## config.mk

```make
export PLATFORM = sky130hd
export DESIGN_NAME = au_sequencer
export DESIGN_NICKNAME = d
export VERILOG_FILES = /design/src/rtl/au_pkg.sv /design/src/rtl/au_opdec.sv /design/src/rtl/au_sequencer.sv
export SDC_FILE = /design/constraint.sdc
export NUM_CORES = 1
export LEC_CHECK = 0
export BUFFER_PORTS_ARGS = -buffer_cell sky130_fd_sc_hd__buf_2
export CORE_MARGIN = 2
export CORE_UTILIZATION = 53
export DETAILED_ROUTE_END_ITERATION = 16
export PLACE_DENSITY = 0.84
export SETUP_SLACK_MARGIN = 0.15
export SLEW_MARGIN = 20
export SYNTH_ARGS = -nofsm -noshare
export SYNTH_HDL_FRONTEND = slang
export SYNTH_HIERARCHICAL = 1
export SYNTH_SLANG_ARGS = --single-unit
export TNS_END_PERCENT = 1
```

## constraint.sdc

```tcl
create_clock -name clk -period 4.13 [get_ports clk]
set_input_delay 0.2065 -clock clk [delete_from_list [all_inputs] [get_ports clk]]
set_output_delay 0.2065 -clock clk [all_outputs]
set_load 0.02 [all_outputs]
```

## src/rtl/au_pkg.sv

```systemverilog
// Shared constants and types for the au sequencer slice.
// Optional feature macro: AU_CHAIN_EN (chained A operand from acc).
package au_pkg;

  localparam int DW  = 8;
  localparam int OPW = 4;

  localparam logic [OPW-1:0] OP_ADD   = 4'b1000;
  localparam logic [OPW-1:0] OP_SUB   = 4'b1001;
  localparam logic [OPW-1:0] OP_PASS0 = 4'b0100;
  localparam logic [OPW-1:0] OP_PASS1 = 4'b0101;
  localparam logic [OPW-1:0] OP_PASS2 = 4'b1101;

  localparam logic [2:0] S_IDLE   = 3'd0;
  localparam logic [2:0] S_LOAD_A = 3'd1;
  localparam logic [2:0] S_LOAD_B = 3'd2;
  localparam logic [2:0] S_EXEC   = 3'd3;
  localparam logic [2:0] S_WB     = 3'd4;
  localparam logic [2:0] S_DONE   = 3'd5;

  typedef struct packed {
    logic valid;
    logic needs_b;
    logic is_sub;
    logic is_add;
  } opdec_t;

endpackage

```

## src/rtl/au_opdec.sv

```systemverilog
// Opcode classifier for the au sequencer.
// Pure combinational; no state.
module au_opdec
  import au_pkg::*;
(
  input  logic [OPW-1:0] op,
  output opdec_t         dec
);

  always_comb begin
    dec = '0;
    unique case (1'b1)
      (op == OP_ADD): begin
        dec.valid   = 1'b1;
        dec.needs_b = 1'b1;
        dec.is_add  = 1'b1;
      end
      (op == OP_SUB): begin
        dec.valid   = 1'b1;
        dec.needs_b = 1'b1;
        dec.is_sub  = 1'b1;
      end
      (op == OP_PASS0),
      (op == OP_PASS1),
      (op == OP_PASS2): begin
        dec.valid = 1'b1;
      end
      default: dec = '0;
    endcase
  end

endmodule

```

## src/rtl/au_sequencer.sv

```systemverilog
// Multi-cycle controller around the 8-bit au: load A/B, exec, writeback.
// Optional feature macro: AU_CHAIN_EN adds a chain input (A from acc).
module au_sequencer
  import au_pkg::*;
(
  input  logic           clk,
  input  logic           rst_n,
  input  logic           start,
  input  logic [OPW-1:0] op,
`ifdef AU_CHAIN_EN
  input  logic           chain,
`endif
  input  logic [DW-1:0]  din,
  input  logic [DW-1:0]  t_in,
  input  logic           gf_in,
  output logic           au_en,
  output logic [OPW-1:0] ac,
  output logic [DW-1:0]  a,
  output logic [DW-1:0]  b,
  output logic [DW-1:0]  acc,
  output logic           flag,
  output logic           busy,
  output logic           done,
  output logic           err
);

  logic [2:0]     state;
  logic [2:0]     state_nxt;
  logic [OPW-1:0] op_q;
  logic [OPW-1:0] dec_op;
  opdec_t         dec;
  logic           go;
  logic           use_chain;

  // In IDLE the incoming op is decoded so the first edge can branch.
  assign dec_op = (state == S_IDLE) ? op : op_q;
  assign go     = (state == S_IDLE) && start;

`ifdef AU_CHAIN_EN
  assign use_chain = chain && dec.valid;
`else
  assign use_chain = 1'b0;
`endif

  au_opdec u_opdec (
    .op  (dec_op),
    .dec (dec)
  );

  always_comb begin
    state_nxt = state;
    case (state)
      S_IDLE: begin
        if (start) begin
          if (!dec.valid)
            state_nxt = S_DONE;
          else if (use_chain)
            state_nxt = dec.needs_b ? S_LOAD_B : S_EXEC;
          else
            state_nxt = S_LOAD_A;
        end
      end
      S_LOAD_A:
        state_nxt = dec.needs_b ? S_LOAD_B : S_EXEC;
      S_LOAD_B: state_nxt = S_EXEC;
      S_EXEC:   state_nxt = S_WB;
      S_WB:     state_nxt = S_DONE;
      S_DONE:   state_nxt = S_IDLE;
      default:  state_nxt = S_IDLE;
    endcase
  end

  always_ff @(posedge clk or negedge rst_n) begin
    if (!rst_n) begin
      state <= S_IDLE;
      op_q  <= '0;
      a     <= '0;
      b     <= '0;
      acc   <= '0;
      flag  <= 1'b0;
      au_en <= 1'b0;
      ac    <= '0;
      busy  <= 1'b0;
      done  <= 1'b0;
      err   <= 1'b0;
    end else begin
      state <= state_nxt;
      if (go)
        op_q <= op;
      if (go && use_chain)
        a <= acc;
      if (state == S_LOAD_A)
        a <= din;
      if (state == S_LOAD_B)
        b <= din;
      if (state == S_WB) begin
        acc <= t_in;
        if (dec.is_sub)
          flag <= gf_in;
        else if (dec.is_add)
          flag <= 1'b0;
      end
      // Outputs are registered from the next state.
      au_en <= (state_nxt == S_EXEC);
      ac    <= (state_nxt == S_EXEC) ? dec_op : '0;
      busy  <= (state_nxt != S_IDLE);
      done  <= (state_nxt == S_DONE);
      err   <= go && !dec.valid;
    end
  end

endmodule
```

==> results of run 1 <==
[through the flow]
stage / setup slack (ns) / total power, W / utilization / hold slack (ns)
6_report: 1.920 / 0.001715 / 0.6669 / 0.09340
5_1_grt: 1.755 / 0.001849 / 0.6669 / 0.06527
4_1_cts: 1.917 / 0.001743 / 0.6669 / 0.07175
3_5_place_dp: 1.948 / 0.001560 / 0.6483 / 0.3691
3_3_place_gp: 2.015 / 0.001532 / 0.6483 / 0.3482
2_1_floorplan: 2.171 / 0.001344 / - / -0.08909
[registers in the layout, indices dropped and copies added, names as in the netlist]
signal,count
done,1
op_q,4
busy,1
err,1
au_en,1
a,8
b,8
acc,8
state,3
flag,1
ac,4
[synth_stat cells (all sizes together)]
master  count
dfrtp      40
nor2b       4
and2b       1
and2        1
or3b        2
and3b       1
nor2        6
nand2b      1
nor3b       2
a21oi       2
mux2i       1
nand3b      1
o21ai       2
nand2       2
buf         4
a21o        1
or2b        1
inv         2
nor3        3
mux2       32
o31ai       2
[critical path, stage by stage, from the launching register on]
cell	delay (ns)
sky130_fd_sc_hd__dfrtp_1	0.53
sky130_fd_sc_hd__nor3_4	0.32
sky130_fd_sc_hd__mux2_2	0.40
sky130_fd_sc_hd__nor3b_2	0.17
sky130_fd_sc_hd__or3b_1	0.35
sky130_fd_sc_hd__a21o_1	0.24
sky130_fd_sc_hd__o31ai_1	0.10
[area by class of cell]
cell class | count | area [um2] | share of cell area
Tap cell | 44 | 55.05 | 0.02726
Clock inverter | 1 | 5.005 | 0.002478
Sequential cell | 40 | 1001 | 0.4957
Multi-Input combinational cell | 65 | 619.3 | 0.3067
Inverter | 2 | 7.507 | 0.003717
Clock buffer | 6 | 41.29 | 0.02045
Timing Repair Buffer | 57 | 290.3 | 0.1437
[cells by family after synthesis]
logic type,synth area share
flops,0.5997
simple gates,0.1057
buf+inv,0.02924
mux,0.2399
compound gates,0.02549
[worst min-delay path by stage]
stage                                endpoint  slack, ns  cells past startpoint
after floorplan              a[0]$_DFFE_PN0N_      -0.09                      0
after CTS                  acc[6]$_DFFE_PN0N_       0.07                      2
after global routing       acc[2]$_DFFE_PN0N_       0.07                      2
after global placement       b[7]$_DFFE_PN0P_       0.35                      1
after detailed placement  op_q[1]$_DFFE_PN0P_       0.37                      1
final                      acc[2]$_DFFE_PN0N_       0.09                      2
[what timing repair did]
item	in CTS	in global routing
setup endpoints to repair	0	0
buffers inserted	0	0
hold buffers	1	0
endpoints found under the hold margin	40	0
[metal layers]
| layer | part of all wire | vias up |
|---|---|---|
| met5 | 0 | - |
| met4 | 0.018 | 0 |
| met3 | 0.060 | 7 |
| met2 | 0.49 | 32 |
| met1 | 0.43 | 496 |
| li1 | - | 504 |
[power by group through the flow]
stage / sequential [W] / clock [W] / combinational [W]
6_report: 0.000693 / 0.000177 / 0.000845
5_1_grt: 0.000720 / 0.000205 / 0.000924
4_1_cts: 0.000696 / 0.000186 / 0.000860
3_5_place_dp: 0.000705 / 0 / 0.000856
3_3_place_gp: 0.000693 / 0 / 0.000839
2_1_floorplan: 0.000859 / 0 / 0.000485
==> results by stage, run 1 <==
Setup path:
- The worst setup path category is reg -> reg.
- The capturing point of the worst reg2reg path is state[0]$_DFF_PN0_.
- At the worst endpoint, the required time is 4.37 ns.
- STA puts the critical path data arrival time at approximately 2.5 ns.
- The slack of the worst reg-to-reg path is 1.92 ns.
- The worst setup path is captured at a flip-flop.
- The largest fanout on the critical path is 11.
- The depth of the worst register-to-register path is 6.
- The startpoint identified for the worst register-to-register timing path is state[1]$_DFF_PN0_.
- Tracing the worst setup path back leads to its startpoint at state[1]$_DFF_PN0_.
- In this run the worst setup path terminates at state[0]$_DFF_PN0_.
- The startpoint type of the worst setup path is a flip-flop.

Timing:
- The portion of the clock cycle consumed by the worst path in the final layout is 0.5351.
- The number of max-slew violations in the final report is 0.
- The number of setup violations in the final report is 0.
- The slew of the pin with the lowest slew margin is 0.8316 ns.
- The largest clock skew in the final design is 0.009640 ns.
- Headroom to the max-slew limit came out at 0.4456.
- The maximum achievable frequency is 452.5 MHz.
- Setup repair after global routing left no endpoint under its margin.
- The final count of hold timing violations is 0.
- Summed over all failing endpoints, the final setup total negative slack is 0 ns.
- The shortest period the worst path allows is 2.210 ns.

Floorplan:
- The die height is 60.12 um.
- The initial core utilization is 0.5512.
- The horizontal extent of the die is approximately 60 um.
- The initialized floorplan defines 20 standard-cell rows.
- In this run the count of I/O pins placed on the die edge is 57.
- The die covers roughly 3600 um2.
- The placeable core area is about 3000 um2.

Layout:
- Leaving out filler cells and counting taps, the final layout contains 215.
- The design area is 2019 um2.
- The most common cell after layout, fill and taps aside is sky130_fd_sc_hd__buf_2.
- The antenna diode count is 0.
- After the last flow step, the layout net total stands at 195.
- The proportion of layout cells with a drive suffix above 1 is 0.5731.
- In the layout the commonest cells are sky130_fd_sc_hd__buf_2 (56), sky130_fd_sc_hd__dfrtp_1 (40), sky130_fd_sc_hd__mux2_2 (24), sky130_fd_sc_hd__mux2_4 (8).
- The growth of design area from synthesis to finish is 20.99%.
- The layout has 246 filler cells.

Placement:
- The number of placed instances, taps included, is 207.
- The count of input and output buffers is 56.
- The placed cell area is between 1500 and 2000 um2.
- The HPWL after detailed placement is between 1500 and 2000 um.
- The weighted congestion reported at the end of routability-driven placement is around 0.82.

Clock network:
- The clock latency at the later pin of the worst-skew pair is about 0.34 ns.
- The CTS tree is done.
- For this design, the sink count on the clock tree is 40.
- The count of H-tree levels built during CTS is 2.
- Clock tree synthesis selected as its root buffer the cell sky130_fd_sc_hd__clkbuf_4.
- In this run, CTS created clock tree buffers numbering 5.
- The buffer levels on the longest clock path is 2.
- After clock tree synthesis, the clock-pin slew on the worst setup and hold paths is 0.10 ns.
- Once the clock tree was built, the resizer swapped 0 gates to a different size.

Pwr:
- The power density normalized to cell area is ~850 nW/um2.
- The highest ir drop seen on vdd is 439.0 uV.
- The proportion of power drawn by flip-flops and latches is 0.404.
- The switching power total is roughly 0.00067 W.
- Of the total power, the share spent switching nets is 0.3886.
- The share of total power dissipated in combinational logic is 0.493.
- Of the total power, the clock network draws 0.103.
- Cell internal power was estimated by the tool at between 0.001 and 0.0015 W.
- For this design the static power due to leakage is roughly 1.0 nW.

Synthesis:
- During synthesis, Yosys emitted a total of 6 warnings.
- The library cell occupying the most area in the post-synthesis netlist is sky130_fd_sc_hd__dfrtp_1.
- The fraction of post-synthesis cell area in the top cell type by area is 0.5997.
- The post-synthesis cell count is 111.
- A synthesized cell averages between 15 and 20 um2.
- Counting every net in the synthesized netlist gives 135.
- The synthesized netlist occupies a cell area of 1669 um2.
- The post-synthesis register bit count is 40.
- Sorting the synthesized cells by area gives the leading types as sky130_fd_sc_hd__dfrtp_1 (60%), sky130_fd_sc_hd__mux2_2 (16%), sky130_fd_sc_hd__mux2_4 (7.2%), sky130_fd_sc_hd__buf_6 (2.0%), sky130_fd_sc_hd__nor2b_1 (1.5%).
- The sequential area share after synthesis is 0.5997.
- The synthesized netlist contains 26 unique library cells.

Route:
- Wires add up to 2699 um.
- Dividing the detail-routed wire length by the instance count gives 12.55 um.
- Once detail routing completed, the nets flagged for antenna violations numbered 0.
- Summing over every cut layer, the via total after detailed routing is 1039.
- Dividing the detail-routed via count by the number of cells gives 4.833.
- For this run, design rule violations remaining after detail routing come to 0.
- In this run, the number of DRC markers left after iteration 0 of detailed routing was 32.
- The number of optimization iterations in the first detailed-route pass is 3.

Global routing:
- The global-route track usage on met1 is 0.2181.
- The global-route track usage on met3 is 0.06494.
- In the global route stage, overall resource usage came out at 0.1733.
- The first global-routing pass estimated ~4400 um of wire.
- After global routing, the most crowded layer is met2.
- In the global route stage, met2 resource usage came out at 0.2671.
- For this run the aggregate overflow at the end of global routing stands at 0.
- Entering global routing, the biggest net connects 41 pins.
- The number of antenna violations at the first check in global routing was 0.
- The number of global-route vias before repair is about 1.0k.

Hold path:
- The worst hold path belongs to the class in -> reg.
- The worst min-delay path startpoint is t_in[2].

Run:
- The tool flagged a number of max-cap violations equal to 0.

Outcome:
- The run finished with clean final reports.
(Power assumes the default switching activity.)
==> inputs of run 2 (changes only) <==
--- a/config.mk
+++ b/config.mk
@@ -7,9 +7,9 @@
 export LEC_CHECK = 0
 export BUFFER_PORTS_ARGS = -buffer_cell sky130_fd_sc_hd__buf_2
 export CORE_MARGIN = 2
-export CORE_UTILIZATION = 53
+export CORE_UTILIZATION = 44
 export DETAILED_ROUTE_END_ITERATION = 16
-export PLACE_DENSITY = 0.84
+export PLACE_DENSITY = 0.74
 export SETUP_SLACK_MARGIN = 0.15
 export SLEW_MARGIN = 20
 export SYNTH_ARGS = -nofsm -noshare
==> constraint.sdc (replaced) <==
create_clock -name clk -period 1.87 [get_ports clk]
set_input_delay 0.0935 -clock clk [delete_from_list [all_inputs] [get_ports clk]]
set_output_delay 0.0935 -clock clk [all_outputs]
set_load 0.02 [all_outputs]
==> results by stage, run 2 (synthesis gave the netlist of run 1 again) <==
Placement:
- The count of input and output buffers is 56 (unchanged).
- The weighted congestion reported at the end of routability-driven placement came to 0.8211 (+0.31%).
- The sum of net half-perimeters after detailed placement came to 2222 um (+12%).
- The placed cell area came to 2017 um2 (+2.7%).
- The worst slack at placement is -0.1419 ns (-2.090 ns).

Pwr:
- The clock share of power came to 0.165 (+0.062).
- The switching power total is 0.001617 W (+140%).
- The switching power as a share of total power came to 0.3739 (-0.01468).
- The internal power is 0.002708 W (+160%).
- The highest ir drop seen on vdd is 847.0 uV (+93%).
- The proportion of power drawn by flip-flops and latches is 0.344 (-0.060).
- The combinational share of power is 0.491 (-0.002).
- The reported leakage power was 1.082 nW (+7.2%).
- The power density normalized to cell area is 1996 nW/um2 (+140%).
- The total power draw is 0.004325 W (+150%).

Timing:
- Setup repair after global routing could not meet its margin everywhere.
- The final count of hold timing violations came to 0 (unchanged).
- The maximum achievable frequency is 491.2 MHz (+8.5%).
- The shortest period the worst path allows is 2.036 ns (-0.1739 ns).
- The slew of the pin with the lowest slew margin is 0.8498 ns (+0.01819 ns).
- The final setup slack of the worst path is -0.1660 ns (-2.086 ns).
- The max-slew headroom at the worst pin was 0.4335 (-0.01213).
- The portion of the clock cycle consumed by the worst path in the final layout was 1.089 (+0.5537).
- The number of max-slew violations in the final report is 0 (unchanged).
- The largest clock skew in the final design is 0.01056 ns (+0.0009231 ns).
- The number of setup violations in the final report is 8 (+8).

Route:
- The DRC violation count after routing is 0 (unchanged).
- The detailed-route via count was 1081 (+4.0%).
- The DRC violation total after the first TritonRoute iteration came to 51 (+59%).
- The total wirelength of the detailed-routed design was 3057 um (+13%).
- The number of routed nets with antenna violations is 0 (unchanged).
- The per-cell routed wire length is 13.53 um (+7.8%).
- The number of optimization iterations in the first detailed-route pass came to 3 (unchanged).
- The detailed-route vias per instance is 4.783 (-1.0%).

Clock network:
- The total CTS buffers is 5 (unchanged).
- The number of clock sinks is 40 (unchanged).
- The cell sitting at the root of the clock tree is a sky130_fd_sc_hd__clkbuf_8.
- The count of H-tree levels built during CTS is 2 (unchanged).
- The CTS tree is done.
- The clock input transition at the sequential cells of the worst setup and hold paths is 0.08 ns (-0.02 ns).
- The clock latency at the later pin of the worst-skew pair came to 0.29 ns (-0.05 ns).
- The buffer levels on the longest clock path came to 2 (unchanged).
- The count of buffers added by post-CTS timing repair for setup came to 0 (unchanged).

Setup path:
- The startpoint type of the worst setup path is a flip-flop.
- The signal on the critical path passes through nor3_4 -> mux2_4 -> nor3b_4 -> or3b_1 -> a21o_1 -> nor2b_1.
- The largest fanout on the critical path is 6 (-5).
- The slack of the worst reg-to-reg path is -0.17 ns (-2.09 ns).
- The depth of the worst register-to-register path is 6 (unchanged).
- The beginning of the worst register-to-register path is state[0]$_DFF_PN0_.
- The worst setup path is of the reg -> reg kind.
- The destination of the critical timing path is ac[2]$_DFF_PN0_.
- The required time at the worst-slack endpoint is 2.09 ns (-2.28 ns).
- The critical path endpoint category is a flip-flop.
- The arrival time at the worst endpoint is 2.25 ns (-0.20 ns).
- In this run the critical register-to-register path is captured at ac[2]$_DFF_PN0_.
- The library cell contributing the largest single delay on the critical path is sky130_fd_sc_hd__dfrtp_1.
- In this run the worst setup path begins at state[0]$_DFF_PN0_.
- The largest stage delay on the critical path is 0.41 ns (-0.12 ns).

Global routing:
- The overall fraction of global-route tracks in use is 0.1568 (-0.01655).
- The leftover overflow at the end of global routing is 0 (unchanged).
- The largest net degree at the start of global routing is 41 (unchanged).
- The first-pass GRT wire length is 5119 um (+15%).
- The number of global-route vias before repair came to 1121 (+12%).
- The number of antenna violations at the first check in global routing is 0 (unchanged).

Run:
- The number of max-capacitance violations reported is 0 (unchanged).

Layout:
- The multi-input gate area in the final layout is 648.1 um2 (+4.6%).
- The design area is 2167 um2 (+7.3%).
- The count of filler cells inserted in the layout is 306 (+24%).
- The area occupied by registers is 1001 um2 (unchanged).
- The most common cell after layout, fill and taps aside is sky130_fd_sc_hd__buf_2.
- The number of nets in the layout is 201 (+3.1%).
- In the layout the commonest cells are sky130_fd_sc_hd__buf_2 (56), sky130_fd_sc_hd__dfrtp_1 (40), sky130_fd_sc_hd__mux2_2 (21), sky130_fd_sc_hd__mux2_4 (11), sky130_fd_sc_hd__buf_4 (6).
- Compared with the post-synthesis result, the final layout area differs by 29.84%.
- The largest registers in the layout are a (8), acc (8), b (8).
- The antenna diode count is 0 (unchanged).
- The proportion of layout cells with a drive suffix above 1 is 0.6124 (+0.03926).

Floorplan:
- The placeable core area is 3661 um2 (+21%).
- The floorplan die area came to 4302 um2 (+19%).
- The number of top-level pins is 57 (unchanged).
- The number of cell rows is 22 (+10%).
- The die height is 65.59 um (+9.1%).
- The horizontal extent of the die is 65.59 um (+9.1%).
- The initial core utilization is 0.4559 (-0.09533).

Hold path:
- The min-delay analysis places its worst path in the category in -> reg.

Outcome:
- The flow ran to the end, but the final reports show violations.
- The checks that failed: setup timing.
run 2: worst min-delay path by stage:
stage	start	endpoint	slack (ns)	cells after the start
after global routing	t_in[4]	acc[4]$_DFFE_PN0N_	0.02	2
after floorplan	rst_n	a[0]$_DFFE_PN0N_	-0.20	0
after CTS	t_in[2]	acc[2]$_DFFE_PN0N_	0.02	2
after global placement	rst_n	busy$_DFF_PN0_	0.24	1
after detailed placement	rst_n	b[6]$_DFFE_PN0P_	0.26	1
final	t_in[2]	acc[2]$_DFFE_PN0N_	0.03	2
run 2: worst max-delay path: cells and delay by family, from the launching register on:
family             cells  cell delay [ns]
DFF                    1             0.41
muxes                  1             0.35
and+or+nand+nor        4             0.98
AOI/OAI and AO/OA      1             0.23
run 2: area by class of cell:
type / count / share of cell area
Multi-Input combinational cell: 65 / 0.2991
Clock buffer: 5 / 0.03176
Inverter: 2 / 0.003464
Sequential cell: 40 / 0.4619
Timing Repair Buffer: 63 / 0.1547
Clock inverter: 3 / 0.02136
Tap cell: 48 / 0.02771
run 2: routing by layer:
metal | GRT usage | routed length [um] | share of wire
met4 | 0.03125 | 18 | 0.0059
met5 | 0 | 0 | 0
met1 | 0.1995 | 1319 | 0.43
met2 | 0.2628 | 1519 | 0.50
met3 | 0.05137 | 200 | 0.065
run 2: through the flow:
stage               TNS [ns]  utilization  hold slack (ns)  cells
finish                -1.035       0.5919          0.02804    226
global route          -1.847       0.5919          0.01857    226
CTS                   -1.292       0.5882          0.01669    226
detailed placement    -1.065       0.5509           0.2563    217
global placement     -0.4721       0.5509           0.2407    217
floorplan            -0.4137            -          -0.2021    111
run 2: repair_timing:
item                       in CTS  in global routing
hold endpoints to repair       40                  0
setup endpoints to repair      13                 18
pin swaps                       1                  3
hold buffers                    1                  0
gates resized for setup         2                  4
run 2: power groups by stage:
stage / combinational [W] / sequential (W) / clock (W)
4_1_cts: 0.00210 / 0.00149 / 0.000732
3_3_place_gp: 0.00202 / 0.00147 / 0
6_report: 0.00212 / 0.00149 / 0.000715
5_1_grt: 0.00230 / 0.00154 / 0.000778
3_5_place_dp: 0.00206 / 0.00150 / 0
2_1_floorplan: 0.00109 / 0.00190 / 0
